**src/rtl/board_pkg.sv**
```systemverilog
// Shared types for the 5x5 board game core.
// Cell encoding, FSM states and the board image.
package board_pkg;

   localparam int BOARD_N = 5;

   typedef enum logic [1:0] {
      CELL_EMPTY  = 2'b00,
      CELL_CURSOR = 2'b01,
      CELL_PLAYER = 2'b10,
      CELL_PC     = 2'b11
   } cell_t;

   typedef enum logic [1:0] {
      ST_PLAYER,
      ST_PC_WAIT,
      ST_SEED,
      ST_FULL
   } state_t;

   typedef logic [2:0] idx_t;

   typedef logic [0:BOARD_N-1][0:BOARD_N-1][1:0] board_t;

   function automatic board_t reset_board();
      board_t b;
      b = '0;
      b[0][0] = CELL_CURSOR;
      return b;
   endfunction

endpackage

```
**src/rtl/board_state_first_empty.sv**
```systemverilog
// Combinational search for the first empty cell.
// Row-major order: i first, then j.
module first_empty
   import board_pkg::*;
(
   input  board_t board,
   output logic   found,
   output idx_t   fi,
   output idx_t   fj
);

   // Scan backwards so the lowest row-major empty cell is the last hit
   always_comb begin
      found = 1'b0;
      fi    = '0;
      fj    = '0;
      for (int i = BOARD_N - 1; i >= 0; i--) begin
         for (int j = BOARD_N - 1; j >= 0; j--) begin
            if (board[i][j] == CELL_EMPTY) begin
               found = 1'b1;
               fi    = idx_t'(i);
               fj    = idx_t'(j);
            end
         end
      end
   end

endmodule

```
**src/rtl/board_state.sv**
```systemverilog
// Board state keeper: player cursor, turn timer,
// PC move handshake and cursor seeding.
module board_state
   import board_pkg::*;
#(
   parameter int unsigned TURN_CYCLES = 750_000_000
) (
   input  logic       clk,
   input  logic       rst_n,
   input  logic       move_req,
   input  logic [4:0] row,
   input  logic [4:0] col,
   input  logic       confirm,
   input  logic       pc_valid,
   input  logic [2:0] pc_i,
   input  logic [2:0] pc_j,
   output logic       pc_ack,
   output board_t     matrix_pc,
   output logic       player_turn,
   output logic       turn_timeout,
   output logic       board_full
);

   localparam int TW = $clog2(TURN_CYCLES + 1);
   localparam logic [TW-1:0] T_LAST = TW'(TURN_CYCLES - 1);

   state_t          state_q, state_d;
   board_t          board_q, board_d;
   idx_t            cur_i_q, cur_i_d;
   idx_t            cur_j_q, cur_j_d;
   logic [TW-1:0]   timer_q, timer_d;
   logic            pc_ack_q, pc_ack_d;
   logic            tmo_q, tmo_d;
   logic            full_q, full_d;
   logic            turn_q, turn_d;

   board_t          fe_board;
   logic            fe_found;
   idx_t            fe_i, fe_j;
   logic            expire;
   idx_t            mv_i, mv_j;

   // Board as it looks once the cursor cell holds a player piece
   always_comb begin
      fe_board = board_q;
      fe_board[cur_i_q][cur_j_q] = CELL_PLAYER;
   end

   first_empty u_first_empty (
      .board (fe_board),
      .found (fe_found),
      .fi    (fe_i),
      .fj    (fe_j)
   );

   // Turn FSM, board writes and timer
   always_comb begin
      state_d  = state_q;
      board_d  = board_q;
      cur_i_d  = cur_i_q;
      cur_j_d  = cur_j_q;
      timer_d  = timer_q;
      pc_ack_d = 1'b0;
      tmo_d    = 1'b0;
      expire   = 1'b0;
      mv_i     = col[2:0];
      mv_j     = row[2:0];
      unique case (state_q)
         ST_PLAYER: begin
            expire = (timer_q == T_LAST);
            if (confirm || expire) begin
               board_d[cur_i_q][cur_j_q] = CELL_PLAYER;
               timer_d = '0;
               tmo_d   = expire;
               state_d = fe_found ? ST_PC_WAIT : ST_FULL;
            end else if (move_req && (col <= 5'd4) && (row <= 5'd4)
                         && (board_q[mv_i][mv_j] == CELL_EMPTY)) begin
               board_d[cur_i_q][cur_j_q] = CELL_EMPTY;
               board_d[mv_i][mv_j]       = CELL_CURSOR;
               cur_i_d = mv_i;
               cur_j_d = mv_j;
               timer_d = '0;
            end else begin
               timer_d = timer_q + TW'(1);
            end
         end
         ST_PC_WAIT: begin
            timer_d = '0;
            if (pc_valid && (pc_i <= 3'd4) && (pc_j <= 3'd4)) begin
               if (board_q[pc_i][pc_j] == CELL_EMPTY) begin
                  board_d[pc_i][pc_j] = CELL_PC;
                  pc_ack_d = 1'b1;
                  state_d  = ST_SEED;
               end
            end
         end
         ST_SEED: begin
            timer_d = '0;
            if (fe_found) begin
               board_d[fe_i][fe_j] = CELL_CURSOR;
               cur_i_d = fe_i;
               cur_j_d = fe_j;
               state_d = ST_PLAYER;
            end else begin
               state_d = ST_FULL;
            end
         end
         ST_FULL: begin
            timer_d = '0;
         end
         default: begin
            state_d = ST_FULL;
         end
      endcase
      turn_d = (state_d == ST_PLAYER);
      full_d = (state_d == ST_FULL);
   end

   // State, board and registered status outputs
   always_ff @(posedge clk or negedge rst_n) begin
      if (!rst_n) begin
         state_q  <= ST_PLAYER;
         board_q  <= reset_board();
         cur_i_q  <= '0;
         cur_j_q  <= '0;
         timer_q  <= '0;
         pc_ack_q <= 1'b0;
         tmo_q    <= 1'b0;
         full_q   <= 1'b0;
         turn_q   <= 1'b1;
      end else begin
         state_q  <= state_d;
         board_q  <= board_d;
         cur_i_q  <= cur_i_d;
         cur_j_q  <= cur_j_d;
         timer_q  <= timer_d;
         pc_ack_q <= pc_ack_d;
         tmo_q    <= tmo_d;
         full_q   <= full_d;
         turn_q   <= turn_d;
      end
   end

   assign matrix_pc    = board_q;
   assign pc_ack       = pc_ack_q;
   assign turn_timeout = tmo_q;
   assign board_full   = full_q;
   assign player_turn  = turn_q;

endmodule

```
**config.mk**
```make
export PLATFORM = sky130hd
export DESIGN_NAME = board_state
export DESIGN_NICKNAME = d
export VERILOG_FILES = /design/src/rtl/board_pkg.sv /design/src/rtl/board_state_first_empty.sv /design/src/rtl/board_state.sv
export SDC_FILE = /design/constraint.sdc
export NUM_CORES = 1
export LEC_CHECK = 0
export ABC_CLOCK_PERIOD_IN_PS = 4600
export BUFFER_PORTS_ARGS = -buffer_cell sky130_fd_sc_hd__buf_2
export CORE_ASPECT_RATIO = 1.75
export CORE_UTILIZATION = 40
export CTS_CLUSTER_SIZE = 8
export DETAILED_ROUTE_END_ITERATION = 10
export PLACE_DENSITY = 0.61
export SYNTH_ARGS = -nofsm -noshare
export SYNTH_HDL_FRONTEND = slang
export SYNTH_SLANG_ARGS = --single-unit
```
**constraint.sdc**
```tcl
create_clock -name clk -period 4.6 [get_ports clk]
set_input_delay 0.92 -clock clk [delete_from_list [all_inputs] [get_ports clk]]
set_output_delay 0.92 -clock clk [all_outputs]
set_load 0.005 [all_outputs]
```
==> impl_results.md, run 1 <==
- GRT overflow: 0
- Max Transition Viols Final: 0
- DP Wirelength: 26,850 µm
- CTS Hold Bufs: 0
- Wirelength per Cell: 27.43 µm
- 1st-pass router iterations: 5
- Synth Register Bits: between 90 and 100
- Initial Util: 0.4115
- Chip width: ~110 µm
- Slew headroom: 0.3496
- Ys flop type: dfrtp_1
- Ys Warns: 0
- Maximum vdd drop: around 380 µV
- CTS tree: done
- Crit-path max FO: 50
- Synth cell types: between 90 and 100
- RSZ-0062 raised after global routing: false
- Setup TNS: 0 ns
- PwrDens: 752.5 nW/µm²
- Crit end category: register
- Area of the multi-input gates: a little over 5000 µm²
- I/O pin count: 75
- Cells after Synth: 995
- Tmin final: 3.886 ns
- Hold path depth: 1
- Longest Clk Path Bufs: 2
- Fin nets: 1,082
- Register area: 2305 µm²
- Worst Hold Margin: approximately 0.5 ns
- Full die area: just under 20,000 µm²
- Clock transition at the registers of the reported paths: 0.08 ns
- Highest clock rate: between 200 and 300 MHz
- Hold/Removal Path Class: register to register
- Leak Pwr: 3.565 nW
- Final Cycle Share: 0.8449
- Syn Area/Cell: a little under 8 µm²
- Startpoint types: register
- H-tree depth: 3
- CTS root buf: clkbuf_16
- Post-DRT Antenna Nets: 0
- Reg-to-reg endpoint: matrix_pc[44]$_DFFE_PN0P_
- Hold Fails Final Rpt: 0
- Largest net degree at the start of global routing: 71
- Overall power: about 6.5 mW
- Slew @ Worst Pin: approximately 1 ns
- WL final: between 30,000 and 40,000 µm
- Maxcap violations: 0
- Worst Skew: between 0.01 and 0.015 ns
- # setup viols final: 0
- R2R depth: 9
- Synth-to-layout area growth: 12.20%
- Register-to-Register Setup Slack: between 0.7 and 0.8 ns
- Initial antenna violation count: 1
- PortBufs: 74
- 1st-iter DRT viols: between 800 and 900
- # fillers: ~2,000
- Post-CTS sizing: 0
- Critical Path RT: 4.87 ns
- Placed insts: about 1,300
- Core area: approximately 19,000 µm²
- Sink Count: just over 90
- Status: finished clean
- Crit path DAT: 4.16 ns
- First-pass GRT wire length: approximately 53,000 µm
- GPL Wtd Cong: 1.059
- HP Start: timer_q[0]$_DFF_PN0_
- Num CTS Buffers: 9
- EDFF count, synth: 0
- Critical setup path kind: register to register
- DRC Markers: 0
- Post-CTS Setup Inserts: 0
- FP Rows: between 60 and 70
- Cell Area, Synth: just under 8000 µm²
- FF-to-FF Start: cur_i_q[2]$_DFFE_PN0P_
- Vias/cell: 6.680
- Post-route cell area: a little under 9000 µm²
- Dpl cell area: roughly 8400 µm²
- Vias in the first global route: ~8,500
- Post-route setup slack: about 0.7 ns
- Post-synthesis sequential area ratio: 0.2988
- Util after Layout: 0.4617
- Post-place setup slack: between 0.5 and 0.6 ns
- Die height: 185.7 µm
- Vias post-DR: just under 9,000
- Asr flop ratio synth: 1.000
- Worst hold endpoint: timer_q[0]$_DFF_PN0_
- Clock Latency Late Sink: around 0.36 ns
- Post-Layout Cell Count: 1,299
- Total GRT Usage: 0.3698
- Share of cells above drive strength 1: 0.1642
- Post-synthesis net count: ~1,000
## sequential cells by signal (all words and copies together), names as in the netlist
signal / count
turn_timeout: 1
cur_i_q: 3
board_full: 1
player_turn: 1
cur_j_q: 3
pc_ack: 1
state_q: 2
matrix_pc: 50
timer_q: 30
## cell families after synthesis
logic type,share of synthesized area
DFF,0.2988
xor gates and xnor gates,0.02498
AOI/OAI and AO/OA,0.3033
adders and majority gates,0.008110
muxes,0.02109
buffers and inverters,0.04996
and+or+nand+nor,0.2938
## routing by layer
layer  wire length (µm)  GRT usage
met3               2836    0.06863
met5                  0          0
met2              17070     0.6145
met4               3392     0.2997
met1              12340     0.4094
## report_power, final
part / leakage, nW / internal (mW) / total [mW] / switching (mW)
sequential: 1.22 / 1.04 / 1.43 / 0.390
combinational: 2.20 / 1.47 / 4.32 / 2.84
clock: 0.140 / 0.421 / 0.761 / 0.340
## critical path: stages (launching register included)
cell and delay [ns]:
dfrtp_1 0.60, or4b_4 0.70, o21ai_0 0.49, nand2_1 0.25
and4bb_1 0.59, nand4_4 0.17, nand3_4 0.52, buf_4 0.25
nor2_1 0.05, o22ai_1 0.15
## Yosys cell counts (4+ instances only)
cell | instances | share of area
nor2b_1 | 22 | 0.018
buf_4 | 4 | 0.0039
a21oi_2 | 4 | 0.0045
o21ai_2 | 6 | 0.0068
xor2_1 | 12 | 0.014
a21o_1 | 24 | 0.023
nor3_1 | 25 | 0.016
clkbuf_1 | 33 | 0.016
dfrtp_1 | 90 | 0.29
and2_1 | 13 | 0.011
o22ai_1 | 13 | 0.011
a211o_1 | 5 | 0.0057
nor4_1 | 6 | 0.0049
or2_2 | 4 | 0.0032
nand3b_1 | 8 | 0.0078
and3_1 | 6 | 0.0049
mux2i_1 | 5 | 0.0065
nand3_1 | 22 | 0.014
nand2_1 | 72 | 0.035
inv_1 | 26 | 0.013
a31oi_1 | 17 | 0.014
or3_1 | 15 | 0.012
ha_1 | 5 | 0.0081
a21boi_0 | 7 | 0.0068
xnor2_1 | 10 | 0.011
o21a_1 | 6 | 0.0058
a2111oi_0 | 4 | 0.0045
o31ai_1 | 13 | 0.013
buf_6 | 5 | 0.0073
or3b_2 | 5 | 0.0057
o21ai_0 | 95 | 0.062
a22oi_1 | 25 | 0.024
o21ai_1 | 8 | 0.0052
buf_2 | 12 | 0.0078
nor2_1 | 164 | 0.080
nand4_1 | 15 | 0.012
o21bai_1 | 5 | 0.0049
a21oi_1 | 59 | 0.038
nand2b_1 | 12 | 0.0097
a41oi_1 | 4 | 0.0045
nor3b_1 | 10 | 0.0097
## worst max path at each step
stage | depth (start not counted) | slack (ns) | endpoint | from
CTS | 9 | 0.86 | matrix_pc[44]$_DFFE_PN0P_ | cur_j_q[0]$_DFFE_PN0P_
finish | 9 | 0.71 | matrix_pc[44]$_DFFE_PN0P_ | cur_i_q[2]$_DFFE_PN0P_
global placement | 11 | 0.52 | matrix_pc[23]$_DFFE_PN0P_ | col[2]
global route | 11 | 0.54 | matrix_pc[12]$_DFFE_PN0P_ | col[2]
detailed placement | 11 | 0.54 | matrix_pc[23]$_DFFE_PN0P_ | col[2]
floorplan | 10 | 1.46 | matrix_pc[5]$_DFFE_PN0P_ | pc_i[0]
## layout make-up
type                    count  share of cell area
inverters                  26             0.01128
clock inverters             4            0.006072
multi-input cells         819              0.5807
diodes                      1           0.0002891
flip-flops and latches     92              0.2663
well taps                 238             0.03441
clock buffers              11             0.02689
repair buffers            108             0.07402
## layout by cell type, fill, tap and decap left out, drive strengths merged, types with 6 or more instances in the layout
master,synthesis,final
nor4,6,6
mux2,6,6
o21ai,112,112
or3,15,15
nand3b,8,8
dfrtp,90,90
a21boi,7,7
xnor2,10,10
and2,13,13
o21a,6,6
o31ai,15,15
nand2b,12,12
nand2,72,72
nor2b,22,22
and3,6,6
clkbuf,35,11
xor2,12,12
a31oi,17,17
or2,7,7
buf,23,108
inv,26,26
o22ai,13,13
nor2,164,164
a21oi,63,63
nor3,28,28
nand4,17,17
nor3b,10,10
a21o,24,24
nand3,23,23
a22oi,25,25
(Power assumes the default switching activity.)
==> run 2: changes to the inputs <==
--- a/config.mk
+++ b/config.mk
@@ -5,13 +5,13 @@
 export SDC_FILE = /design/constraint.sdc
 export NUM_CORES = 1
 export LEC_CHECK = 0
-export ABC_CLOCK_PERIOD_IN_PS = 4600
+export ABC_CLOCK_PERIOD_IN_PS = 3140
 export BUFFER_PORTS_ARGS = -buffer_cell sky130_fd_sc_hd__buf_2
 export CORE_ASPECT_RATIO = 1.75
 export CORE_UTILIZATION = 40
 export CTS_CLUSTER_SIZE = 8
 export DETAILED_ROUTE_END_ITERATION = 10
-export PLACE_DENSITY = 0.61
+export PLACE_DENSITY = 0.63
 export SYNTH_ARGS = -nofsm -noshare
 export SYNTH_HDL_FRONTEND = slang
 export SYNTH_SLANG_ARGS = --single-unit
==> constraint.sdc (replaced) <==
create_clock -name clk -period 3.14 [get_ports clk]
set_input_delay 0.628 -clock clk [delete_from_list [all_inputs] [get_ports clk]]
set_output_delay 0.628 -clock clk [all_outputs]
set_load 0.005 [all_outputs]
==> run 2 against run 1 <==
Compared with the run above: fmax up 25%; register-to-register slack worse by 0.68 ns; global-route usage up 0.82 points; critical path type unchanged; largest power group unchanged.
==> impl_results.md, run 2 (synthesis gave the netlist of run 1 again) <==
- Clock Latency Late Sink: between 0.3 and 0.4 ns
- Status: finished clean
- Post-Layout Cell Count: around 1,500
- Comb pwr share: 0.713
- # setup viols final: 0
- FF-to-FF Start: cur_j_q[0]$_DFFE_PN0P_
- Vias post-DR: roughly 9,300
- H-tree depth: 3
- Final Cycle Share: 0.9906
- Hold/Removal Path Class: primary input to async pin
- Max Transition Viols Final: 0
- Vias in the first global route: between 9,000 and 10,000
- Post-DRT Antenna Nets: 0
- Commonest non-fill, non-tap cell in the layout: buf_4
- Flop pwr share: 0.182
- Share of cells above drive strength 1: 0.2884
- Critical setup path kind: register to register
- Slew @ Worst Pin: roughly 0.7 ns
- 1st-pass router iterations: 5
- CTS Hold Bufs: 0
- Crit-path max FO: 11
- Worst Path Buf+Inv: 3
- Synth-to-layout area growth: 30.24%
- Highest clock rate: between 300 and 400 MHz
- Dpl cell area: 9635 µm²
- Crit path largest cell delay: 0.58 ns
- Overall power: between 10 and 15 mW
- RSZ-0062 raised after global routing: false
- GPL Wtd Cong: around 1.1
- GRT overflow: 0
- Die height: about 190 µm
- Longest Clk Path Bufs: 2
- DP Wirelength: approximately 29,000 µm
- Critical Path RT: 3.39 ns
- PortBufs: 74
- Startpoint types: register
- Post-route cell area: ~10,000 µm²
- Placed insts: between 1,000 and 1,500
- # fillers: between 1,500 and 2,000
- Ant diodes: 0
- Fin nets: 1,238
- Core area: 18,750 µm²
- PwrDens: roughly 1100 nW/µm²
- CTS tree: done
- FP Rows: 66
- Clock transition at the registers of the reported paths: about 0.07 ns
- Maxcap violations: 0
- Cell Chain, Critical Path: buf_4 -> or4b_4 -> o21ai_4 -> nand4_1 -> a211oi_1 -> buf_4 -> o31ai_2 -> and3_4 -> buf_12 -> mux2_2 -> mux2_2
- Hold Fails Final Rpt: 0
- Worst Skew: about 0.0068 ns
- Util after Layout: 0.5359
- I/O pin count: 75
- CTS root buf: clkbuf_16
- Slowest CP cell: or4b_4
- First-pass GRT wire length: around 54,000 µm
- Worst Hold Margin: 0.3168 ns
- Tmin final: between 3 and 4 ns
- Chip width: roughly 110 µm
- R2R depth: 11
- WL final: approximately 37,000 µm
- Full die area: 19,870 µm²
- Leak Pwr: approximately 4.4 nW
- Crit end category: register
- Initial Util: 0.4115
- Register-to-Register Setup Slack: a little under 0.03 ns
- Crit path DAT: 3.36 ns
- Switching Share: 0.5040
- Internal power: between 5 and 6 mW
- Num CTS Buffers: 9
- Delay-heaviest family, CP: simple AND/OR/NAND/NOR gates
- DRC Markers: 0
- Reg-to-reg endpoint: cur_j_q[1]$_DFFE_PN0P_
- Largest net degree at the start of global routing: 52
- Clock power share: 0.105
- Initial antenna violation count: 0
- Wirelength per Cell: approximately 25 µm
- Vias/cell: between 6 and 7
- NetSw: 5.518 mW
- Most frequent cells in the layout: buf_4, nor2_1, o21ai_0
- Max reg flops: 50
- Slew headroom: 0.5246
- Total GRT Usage: 0.3780
- 1st-iter DRT viols: between 1,000 and 1,500
- Launch point of the worst path: cur_j_q[0]$_DFFE_PN0P_
- Sink Count: slightly above 90
- Maximum vdd drop: about 490 µV
## run 2: worst max path at each step
stage	endpoint	slack, ns	depth (start not counted)
finish	cur_j_q[1]$_DFFE_PN0P_	0.03	11
CTS	matrix_pc[3]$_DFFE_PN0P_	0.003	13
floorplan	matrix_pc[5]$_DFFE_PN0P_	0.30	10
global route	matrix_pc[24]$_DFFE_PN0P_	0.009	11
global placement	matrix_pc[4]$_DFFE_PN0P_	-0.19	12
detailed placement	matrix_pc[4]$_DFFE_PN0P_	-0.17	12
## run 2: what timing repair did
action,4_1_cts,5_1_grt
pin swaps,0,3
gates cloned,0,0
buffers inserted,0,2
resized for setup,7,21
endpoints found under the setup margin,26,54
## run 2: area by class of cell
type / count / area, µm² / share of cell area
Clock buffer: 10 / 229.0 / 0.02279
Clock inverter: 6 / 72.57 / 0.007224
Inverter: 26 / 97.59 / 0.009715
Multi-Input combinational cell: 819 / 5114 / 0.5090
Sequential cell: 92 / 2311 / 0.2300
Tap cell: 238 / 297.8 / 0.02964
Timing Repair Buffer: 264 / 1924 / 0.1916
## run 2: metal layers
layer / global-route usage / up-vias / part of all wire
met5: 0 / - / 0
met1: 0.4099 / 4489 / 0.35
met2: 0.6493 / 527 / 0.49
li1: - / 4101 / -
met3: 0.06723 / 172 / 0.075
met4: 0.2871 / 0 / 0.087
## run 2: power by group through the flow
stage          sequential, mW  clock, mW  combinational, mW
2_1_floorplan            1.87          0               4.10
3_3_place_gp             1.97          0               7.40
3_5_place_dp             1.98          0               7.39
4_1_cts                  1.96       1.18               7.48
5_1_grt                  2.02       1.20               8.28
6_report                 1.99       1.15               7.81
## run 2: per-stage QoR
step	TNS (ns)	setup WS (ns)
floorplan	0	0.2960
global placement	-4.911	-0.1925
detailed placement	-3.996	-0.1719
CTS	0	0.003059
global route	0	0.008900
finish	0	0.02948
==> run 3: changes to the inputs <==
--- a/config.mk
+++ b/config.mk
@@ -5,13 +5,14 @@
 export SDC_FILE = /design/constraint.sdc
 export NUM_CORES = 1
 export LEC_CHECK = 0
-export ABC_CLOCK_PERIOD_IN_PS = 3140
 export BUFFER_PORTS_ARGS = -buffer_cell sky130_fd_sc_hd__buf_2
+export CELL_PAD_IN_SITES_DETAIL_PLACEMENT = 0
+export CELL_PAD_IN_SITES_GLOBAL_PLACEMENT = 2
 export CORE_ASPECT_RATIO = 1.75
-export CORE_UTILIZATION = 40
+export CORE_UTILIZATION = 32
 export CTS_CLUSTER_SIZE = 8
 export DETAILED_ROUTE_END_ITERATION = 10
-export PLACE_DENSITY = 0.63
+export PLACE_DENSITY = 0.8
 export SYNTH_ARGS = -nofsm -noshare
 export SYNTH_HDL_FRONTEND = slang
 export SYNTH_SLANG_ARGS = --single-unit
==> run 3 against run 2 <==
Compared with the run above: sequential share of layout area down 0.83 points; clock-buffer cell count increased by 2; register-to-register slack barely moved; via count decreased by 0.73%; sequential power is essentially flat; critical path type unchanged; largest cell class unchanged; highest routed layer unchanged.
==> impl_results.md, run 3 (synthesis gave the netlist of run 1 again) <==
- Hold/Removal Path Class: primary input to async pin
- Ant diodes: 0
- Largest net degree at the start of global routing: 76
- Status: finished clean
- Hold Fails Final Rpt: 0
- Num CTS Buffers: 9
- Vias/cell: 5.995
- Core area: 23,520 µm²
- Crit end category: register
- Crit-path max FO: 12
- Post-DRT Antenna Nets: 0
- Longest Clk Path Bufs: 2
- Critical Path RT: 3.41 ns
- First-pass GRT wire length: approximately 59,000 µm
- Post-place setup slack: -0.1916 ns
- Chip width: 119.4 µm
- CTS Hold Bufs: 0
- Vias in the first global route: between 9,000 and 10,000
- DRC Markers: 0
- Clock Latency Late Sink: 0.38 ns
- Area of the multi-input gates: 5152 µm²
- R2R depth: 11
- Tmin final: between 3 and 4 ns
- WL final: a little over 40,000 µm
- Die height: about 210 µm
- CTS root buf: clkbuf_16
- PortBufs: 74
- I/O pin count: 75
- Register area: 2308 µm²
- Most frequent cells in the layout: buf_4, nor2_1, o21ai_0
- DP Wirelength: ~32,000 µm
- Launch point of the worst path: cur_j_q[0]$_DFFE_PN0P_
- Slew @ Worst Pin: approximately 0.73 ns
- Share of cells above drive strength 1: 0.3055
- Worst Hold Margin: approximately 0.20 ns
- Total GRT Usage: 0.3287
- FF-to-FF Start: cur_j_q[0]$_DFFE_PN0P_
- Slew headroom: 0.5093
- 1st-iter DRT viols: between 700 and 800
- Commonest non-fill, non-tap cell in the layout: buf_4
- Highest clock rate: between 300 and 400 MHz
- Fin nets: about 1,300
- Leak Pwr: ~4.5 nW
- Post-route setup slack: roughly 0.037 ns
- Util after Layout: 0.4426
- Max Transition Viols Final: 0
- Clock transition at the registers of the reported paths: 0.08 ns
- Vias post-DR: around 9,200
- RSZ-0062 raised after global routing: true
- PwrDens: 1118 nW/µm²
- Final Cycle Share: 0.9882
- Crit path DAT: approximately 3.4 ns
- Worst Skew: approximately 0.013 ns
- Critical setup path kind: register to register
- Reg-to-reg endpoint: matrix_pc[0]$_DFFE_PN0P_
- Synth-to-layout area growth: 34.94%
- # fillers: between 2,000 and 2,500
- CTS tree: done
- FP Rows: 74
- # setup viols final: 0
- Initial antenna violation count: 0
- Wirelength per Cell: 26.31 µm
- Register-to-Register Setup Slack: between 0.03 and 0.04 ns
- H-tree depth: 3
- Maxcap violations: 0
- Sink Count: 92
- Max reg flops: 50
- Full die area: 24,750 µm²
- Startpoint types: register
- GPL Wtd Cong: between 1 and 1.5
- GRT overflow: 0
- Maximum vdd drop: approximately 850 µV
- 1st-pass router iterations: 7
- Initial Util: 0.3280
-- run 3: cell count changes in the layout (fill, tap and decap cells not counted), sizes merged --
cell / previous run / this run
buf: 264 / 279
clkbuf: 10 / 13
inv: 28 / 26
bufbuf: 0 / 1
bufinv: 1 / 2
clkinv: 3 / 2
-- run 3: worst max path at each step --
stage                                      to  slack [ns]  cells after the start
finish               matrix_pc[0]$_DFFE_PN0P_        0.04                     11
global route        matrix_pc[40]$_DFFE_PN0P_       -0.05                     14
floorplan            matrix_pc[5]$_DFFE_PN0P_        0.30                     10
CTS                    cur_j_q[0]$_DFFE_PN0P_       0.005                     12
global placement     matrix_pc[4]$_DFFE_PN0P_       -0.23                     12
detailed placement   matrix_pc[4]$_DFFE_PN0P_       -0.19                     12
-- run 3: metrics by stage --
| step | std cells | setup TNS (ns) | power [mW] | instance area [µm²] |
|---|---|---|---|---|
| final | 1538 | 0 | 11.64 | 10410 |
| after global routing | 1538 | -0.2721 | 12.23 | 10410 |
| after detailed placement | 1518 | -3.119 | 9.828 | 9886 |
| after CTS | 1535 | 0 | 11.29 | 10270 |
| after global placement | 1518 | -3.757 | 9.827 | 9886 |
| after floorplan | 995 | 0 | 5.973 | 7714 |
-- run 3: where the power goes --
group	switching (mW)	internal [mW]
sequential	0.444	1.53
combinational	4.94	3.49
clock	0.528	0.699
-- run 3: routing by layer --
metal / track usage / vias up / part of all wire
li1: - / 4136 / -
met1: 0.3432 / 4474 / 0.35
met2: 0.5696 / 443 / 0.50
met3: 0.06016 / 168 / 0.060
met4: 0.2659 / 0 / 0.090
met5: 0 / - / 0
-- run 3: what timing repair did --
| action | in CTS | in global routing |
|---|---|---|
| setup buffers | 0 | 2 |
| setup endpoints to repair | 31 | 55 |
| pin swaps | 0 | 5 |
| gates cloned | 1 | 1 |
| gates resized for setup | 12 | 31 |
-- run 3: cell type report --
type                    count  share of cell area
clock buffers              12             0.02272
clock inverters             4            0.007092
inverters                  26            0.009376
multi-input cells         819              0.4950
flip-flops and latches     92              0.2218
well taps                 304             0.03654
repair buffers            281              0.2075
-- run 3: critical path: stages, from the launching register on --
cell and delay [ns]:
dfrtp_2 0.44, buf_12 0.15, or4b_2 0.69, o21ai_1 0.15
buf_4 0.15, and2_1 0.15, and3_2 0.25, buf_4 0.15
and4b_2 0.31, a21o_1 0.19, a21o_1 0.17, a22o_1 0.17
